$ cat src/rtl/gain_display_pkg.sv
// Shared definitions for the gain display: digit codes and the active-low
// seven-segment patterns they map to (bit 6 = segment g ... bit 0 = segment a).
package gain_display_pkg;

  // One displayable symbol: decimal digits 0..9, a minus sign, or nothing.
  typedef enum logic [3:0] {
    DC_0     = 4'd0,
    DC_1     = 4'd1,
    DC_2     = 4'd2,
    DC_3     = 4'd3,
    DC_4     = 4'd4,
    DC_5     = 4'd5,
    DC_6     = 4'd6,
    DC_7     = 4'd7,
    DC_8     = 4'd8,
    DC_9     = 4'd9,
    DC_MINUS = 4'd10,
    DC_BLANK = 4'd11
  } digit_code_t;

  localparam logic [6:0] SEG_BLANK = 7'b1111111;
  localparam logic [6:0] SEG_MINUS = 7'b0111111;

  // Entry n is the pattern for decimal digit n (listed from 9 down to 0).
  localparam logic [9:0][6:0] SEG_DIGIT = {
    7'b0010000,  // 9
    7'b0000000,  // 8
    7'b1111000,  // 7
    7'b0000010,  // 6
    7'b0010010,  // 5
    7'b0011001,  // 4
    7'b0110000,  // 3
    7'b0100100,  // 2
    7'b1111001,  // 1
    7'b1000000   // 0
  };

  // Blink counters hold up to 255 frames.
  localparam int BLINK_CNT_W = 8;

  // Turns a 4-bit BCD value into a digit code; anything above 9 shows blank.
  function automatic digit_code_t bcd_to_code(input logic [3:0] d);
    if (d <= 4'd9) return digit_code_t'(d);
    return DC_BLANK;
  endfunction

endpackage

$ cat src/rtl/gain_digit_decoder.sv
// Combinational map from a digit code to its active-low segment pattern.
module gain_digit_decoder
  import gain_display_pkg::*;
(
  input  digit_code_t code_i,
  output logic [6:0]  seg_o
);

  // Decode the symbol; undefined codes fall back to blank.
  always_comb begin
    seg_o = SEG_BLANK;
    case (code_i)
      DC_MINUS: seg_o = SEG_MINUS;
      DC_BLANK: seg_o = SEG_BLANK;
      default: begin
        if (code_i <= DC_9) seg_o = SEG_DIGIT[code_i];
      end
    endcase
  end

endmodule

$ cat src/rtl/gain_display_mux.sv
// Multiplexed seven-segment display of CHANNELS signed gains, three digits
// per channel (sign, tens, ones). Gains are snapshotted once per scan frame
// so a frame never mixes old and new values; a channel whose value changed
// blinks for BLINK_FRAMES frames.
module gain_display_mux
  import gain_display_pkg::*;
#(
  parameter int CHANNELS     = 4,
  parameter int GAIN_W       = 4,
  parameter int SCAN_DIV     = 1000,
  parameter int BLINK_FRAMES = 64
) (
  input  logic                         clk,
  input  logic                         reset,
  input  logic [CHANNELS*GAIN_W-1:0]   gain,
  input  logic [CHANNELS-1:0]          enable,
  output logic [6:0]                   seg,
  output logic [3*CHANNELS-1:0]        dig_n,
  output logic                         frame
);

  localparam int NDIG   = 3 * CHANNELS;
  localparam int TICK_W = $clog2(SCAN_DIV);
  localparam int CH_W   = (CHANNELS > 1) ? $clog2(CHANNELS) : 1;
  localparam logic [BLINK_CNT_W-1:0] BLINK_LOAD = BLINK_CNT_W'(BLINK_FRAMES);

  // |g| in GAIN_W+1 bits so the most negative code maps to its true magnitude.
  function automatic logic [7:0] gain_mag(input logic signed [GAIN_W-1:0] g);
    logic signed [GAIN_W:0] ext;
    ext = {g[GAIN_W-1], g};
    if (g[GAIN_W-1]) ext = -ext;
    return 8'($unsigned(ext));
  endfunction

  // Split a magnitude (at most 64) into {tens, ones}.
  function automatic logic [7:0] dec_split(input logic [7:0] m);
    return {4'(m / 8'd10), 4'(m % 8'd10)};
  endfunction

  // Saturating once-per-frame countdown.
  function automatic logic [BLINK_CNT_W-1:0] blink_dec(input logic [BLINK_CNT_W-1:0] b);
    return (b != '0) ? b - BLINK_CNT_W'(1) : '0;
  endfunction

  // Blink phase: blank while counting and bit 2 is set.
  function automatic logic blink_blank(input logic [BLINK_CNT_W-1:0] b);
    return (b != '0) && b[2];
  endfunction

  // Scan position: tick within a digit, digit position within a channel, channel.
  logic [TICK_W-1:0] tick_q, tick_d;
  logic [1:0]        pos_q, pos_d;
  logic [CH_W-1:0]   ch_q, ch_d;
  logic              tick_wrap, ch_last, frame_wrap;

  // Per-channel snapshot and blink state.
  logic signed [GAIN_W-1:0]  gain_ch [CHANNELS];
  logic signed [GAIN_W-1:0]  snap_q  [CHANNELS];
  logic [BLINK_CNT_W-1:0]    blink_q [CHANNELS];
  logic                      first_q;

  // Currently selected digit.
  logic signed [GAIN_W-1:0]  sel_gain;
  logic [BLINK_CNT_W-1:0]    sel_blink;
  logic [7:0]                sel_mag;
  logic [7:0]                sel_dec;
  digit_code_t               code_d;
  logic [6:0]                seg_d;
  logic [NDIG-1:0]           dig_n_d;

  // Registered outputs.
  logic [6:0]                seg_q;
  logic [NDIG-1:0]           dig_n_q;
  logic                      frame_q;

  assign tick_wrap  = (tick_q == TICK_W'(SCAN_DIV - 1));
  assign ch_last    = (ch_q == CH_W'(CHANNELS - 1));
  assign frame_wrap = tick_wrap && (pos_q == 2'd2) && ch_last;

  // Unpack the gain bus into per-channel signed values.
  always_comb begin
    for (int c = 0; c < CHANNELS; c++) begin
      gain_ch[c] = gain[c*GAIN_W +: GAIN_W];
    end
  end

  // Next scan position: tick wraps into the next digit, digit into the next channel.
  always_comb begin
    tick_d = tick_q + TICK_W'(1);
    pos_d  = pos_q;
    ch_d   = ch_q;
    if (tick_wrap) begin
      tick_d = '0;
      if (pos_q == 2'd2) begin
        pos_d = 2'd0;
        ch_d  = ch_last ? '0 : ch_q + CH_W'(1);
      end else begin
        pos_d = pos_q + 2'd1;
      end
    end
  end

  // Scan counters.
  always_ff @(posedge clk) begin
    if (reset) begin
      tick_q <= '0;
      pos_q  <= 2'd0;
      ch_q   <= '0;
    end else begin
      tick_q <= tick_d;
      pos_q  <= pos_d;
      ch_q   <= ch_d;
    end
  end

  // Frame-boundary snapshot of all gains and blink counter update.
  always_ff @(posedge clk) begin
    if (reset) begin
      first_q <= 1'b0;
      for (int c = 0; c < CHANNELS; c++) begin
        snap_q[c]  <= '0;
        blink_q[c] <= '0;
      end
    end else if (frame_wrap) begin
      first_q <= 1'b1;
      for (int c = 0; c < CHANNELS; c++) begin
        snap_q[c]  <= gain_ch[c];
        blink_q[c] <= (first_q && (gain_ch[c] != snap_q[c])) ? BLINK_LOAD
                                                             : blink_dec(blink_q[c]);
      end
    end
  end

  // Choose the symbol for the digit being scanned, honouring enable and blink.
  always_comb begin
    sel_gain  = snap_q[ch_q];
    sel_blink = blink_q[ch_q];
    sel_mag   = gain_mag(sel_gain);
    sel_dec   = dec_split(sel_mag);
    code_d    = DC_BLANK;
    case (pos_q)
      2'd0:    code_d = sel_gain[GAIN_W-1] ? DC_MINUS : DC_BLANK;
      2'd1:    code_d = (sel_dec[7:4] == 4'd0) ? DC_BLANK : bcd_to_code(sel_dec[7:4]);
      default: code_d = bcd_to_code(sel_dec[3:0]);
    endcase
    if (!enable[ch_q] || blink_blank(sel_blink)) code_d = DC_BLANK;
  end

  gain_digit_decoder u_decoder (
    .code_i (code_d),
    .seg_o  (seg_d)
  );

  // Digit select: one active-low line, none during the first tick of each digit.
  always_comb begin
    dig_n_d = '1;
    if (tick_q != '0) begin
      for (int d = 0; d < NDIG; d++) begin
        if ((ch_q == CH_W'(d / 3)) && (pos_q == 2'(d % 3))) dig_n_d[d] = 1'b0;
      end
    end
  end

  // Output register stage, one cycle behind the scan position.
  always_ff @(posedge clk) begin
    if (reset) begin
      seg_q   <= SEG_BLANK;
      dig_n_q <= '1;
      frame_q <= 1'b0;
    end else begin
      seg_q   <= seg_d;
      dig_n_q <= dig_n_d;
      frame_q <= frame_wrap;
    end
  end

  assign seg   = seg_q;
  assign dig_n = dig_n_q;
  assign frame = frame_q;

endmodule
$ cat config.mk
export PLATFORM = sky130hd
export DESIGN_NAME = gain_display_mux
export DESIGN_NICKNAME = d
export VERILOG_FILES = /design/src/rtl/gain_display_pkg.sv /design/src/rtl/gain_digit_decoder.sv /design/src/rtl/gain_display_mux.sv
export SDC_FILE = /design/constraint.sdc
export NUM_CORES = 1
export LEC_CHECK = 0
export BUFFER_PORTS_ARGS = -buffer_cell sky130_fd_sc_hd__buf_2
export CORE_UTILIZATION = 53
export CTS_CLUSTER_DIAMETER = 150
export DETAILED_ROUTE_END_ITERATION = 6
export GPL_ROUTABILITY_DRIVEN = 0
export PLACE_DENSITY = 0.79
export SLEW_MARGIN = 30
export SYNTH_ARGS = -nofsm -noshare
export SYNTH_HDL_FRONTEND = slang
export SYNTH_SLANG_ARGS = --single-unit
$ cat constraint.sdc
create_clock -name clk -period 3.3 [get_ports clk]
set_input_delay 0.66 -clock clk [delete_from_list [all_inputs] [get_ports clk]]
set_output_delay 0.66 -clock clk [all_outputs]
set_load 0.05 [all_outputs]
==> impl_metrics.json <==
{
  "fin_nets": 507,
  "routed.top_layer": "met4",
  "reg2reg_slack_ns": 0.15,
  "power.leakage_nw": 1.88,
  "num_rows": 32,
  "synth_area_leader_cell": "edfxtp_1",
  "synthCells": 403,
  "outcome": "completed",
  "fill_cells": 642,
  "finalMaxSlewViolations": 0,
  "diodes": 0,
  "drt-total-wl_mm": 8.28,
  "die_y_um": 92.4,
  "vias_per_cell": 5.48,
  "htreeDepth": 3,
  "wl_met2_mm": 4.16,
  "firstDrtPassIters": 5,
  "area.sequential_sq_um": 2180,
  "syn_area_sq_um": 4330,
  "area_growth_pct": 13.9,
  "cts_tree": "done",
  "remaining_drc_errors": 0,
  "vias": 3124,
  "first_global_vias": 3032,
  "cts_sinks": 85,
  "clkLatencyLatePin_ns": 0.36,
  "synthArstFlopShare": 0,
  "tightest_slew_ns": 0.884,
  "design_area_sq_um": 4930,
  "yosys_warnings": 0,
  "placed_cell_area_sq_um": 4710,
  "holdWs_ns": 0.507,
  "final_cells": 570,
  "cp.required_ns": 3.57,
  "syn_avg_cell_area_sq_um": 10.7,
  "fin_crit_sh": 0.955,
  "ys_seq_elements": 85,
  "cap_violations": 0,
  "postRouteAntennaNets": 0,
  "cts_hold_buf": 0,
  "antenna_found_initial": 0,
  "cp_max_fo": 4,
  "initial_core_util": 0.554,
  "synth_edf_count": 48,
  "dp_hpwl_mm": 6.04,
  "grt_pass1_wl_mm": 14.0,
  "path_class": "reg -> reg",
  "clk_pin_slew_worst_paths_ns": 0.10,
  "multi_input_area_sq_um": 2020,
  "layout_common_cells": "nor2_1 (51), edfxtp_1 (48), buf_2 (41)",
  "ys_seq_area_frac": 0.504,
  "rr_worst_depth": 12,
  "mostFrequentLayoutCell": "nor2_1",
  "routedWlPerCell_um": 14.5,
  "max_freq_ghz": 0.317,
  "endpoint": "seg[0]",
  "portBuffers": 41,
  "synth_nets": 447,
  "p_per_area_nw_per_um2": 411,
  "globalRouteOverflowTotal": 0,
  "clk_path_buf_depth": 2,
  "dr_wl_met3_um": 314,
  "crit_arrival_ns": 3.42,
  "hold_class": "reg -> reg",
  "hold_violations": 0,
  "numPlacedInstances": 550,
  "netlist_top_cells_area": "edfxtp_1 (33%), dfxtp_1 (17%), ha_1 (6.4%), xor2_1 (4.9%), nor2_1 (4.4%)",
  "timing.rr.end": "seg[0]",
  "irDropWorstVdd_mv": 0.236,
  "endpoint_kind": "flip-flop",
  "skew_ns": 0.00906,
  "tns_ns": 0,
  "numCtsBuffers": 9,
  "relSlewSlack": 0.402,
  "layout-drive-gt1-share": 0.194,
  "drt_iter0_drc": 158,
  "wl_met1_mm": 3.72,
  "startpoint_type": "flip-flop",
  "setup_viol_count_final": 0,
  "yosysUniqueCellTypes": 55,
  "ys.flop_type": "edfxtp_1",
  "rsz0062_at_grt": "false",
  "core_sq_um": 7810,
  "die_w_um": 92.4,
  "root_buffer": "clkbuf_8",
  "io_pins": 42,
  "period_needed_ns": 3.15,
  "dieArea_sq_um": 8530,
  "grtUsageTotal": 0.210,
  "grt_max_degree": 19,
  "synth_top_area_share": 0.333
}
-- repair_timing --
action	in CTS	in global routing
hold endpoints to repair	0	0
setup endpoints to repair	0	5
gates resized for setup	0	5
setup buffers	0	4
-- cells by family after synthesis --
logic type,count (synthesis),synth area share
AOI/OAI and AO/OA,50,0.0795
xor gates and xnor gates,42,0.0850
adders and majority gates,22,0.0636
buffers and inverters,31,0.0289
DFF,85,0.504
muxes,10,0.0422
and+or+nand+nor,163,0.196
-- final cells by class --
class / instances / share of cell area
Timing Repair Buffer: 56 / 0.0645
Tap cell: 102 / 0.0259
Sequential cell: 85 / 0.443
Multi-Input combinational cell: 287 / 0.411
Inverter: 24 / 0.0183
Clock inverter: 7 / 0.0124
Clock buffer: 9 / 0.0251
-- report_power, final --
part,internal [mW],leakage [nW],switching [mW]
Clock,0.293,0.0979,0.426
Sequential,1.14,0.795,0.0236
Combinational,0.0609,0.985,0.0808
-- routing by layer --
| metal | track usage | up-vias |
|---|---|---|
| met4 | 0.0833 | 0 |
| met2 | 0.352 | 57 |
| li1 | - | 1547 |
| met5 | 0 | - |
| met3 | 0.0345 | 8 |
| met1 | 0.270 | 1512 |
-- cells in the mapped netlist, drive strengths merged, types with 2 or more instances --
master  count
or2         4
nor2       51
edfxtp     48
buf         2
nor4        6
clkbuf      5
o211ai      2
and2       19
a21oi      15
nand2      26
o41ai       4
dfxtp      37
ha         22
nor2b       7
or4         4
nand4       2
xor2       24
nor4b       2
or3b        3
xnor2      18
o32a        2
nor3b       2
nor3        9
a31oi       3
inv        24
nand3      11
and3        3
mux2i       4
nand2b     11
o21ai       8
o31ai       4
mux4        6
-- metrics by stage --
step / setup slack, ns / power, mW / utilization
after global routing: 0.00711 / 2.10 / 0.631
after global placement: 0.143 / 1.32 / 0.603
after CTS: 0.00229 / 2.03 / 0.627
after detailed placement: 0.0195 / 1.32 / 0.603
after floorplan: 0.0251 / 1.28 / -
final: 0.148 / 2.02 / 0.631
-- registers in the layout, indices dropped and copies added (netlist names), named ones only --
register and count:
snap_q 16, frame 1, pos_q 2, ch_q 2
dig_n 12, blink_q 32, seg 7, first_q 1
tick_q 10
-- worst min-delay path by stage --
stage,from,endpoint,cells past startpoint
5_1_grt,tick_q[0],tick_q[0],1
6_report,tick_q[0],tick_q[0],1
3_3_place_gp,tick_q[0],tick_q[0],1
3_5_place_dp,tick_q[0],tick_q[0],1
4_1_cts,tick_q[0],tick_q[0],1
2_1_floorplan,tick_q[0],tick_q[0],1
-- critical path, cell delays in order, from the launching register on --
cell,delay [ns]
dfxtp_2,0.37
buf_4,0.14
mux4_2,0.50
or2_0,0.25
buf_4,0.17
nor4_4,0.30
a221oi_2,0.11
a41o_1,0.24
buf_4,0.15
ha_1,0.17
nor3b_1,0.13
or3b_1,0.36
a21o_1,0.18
Power figures use the tool's default switching activity.
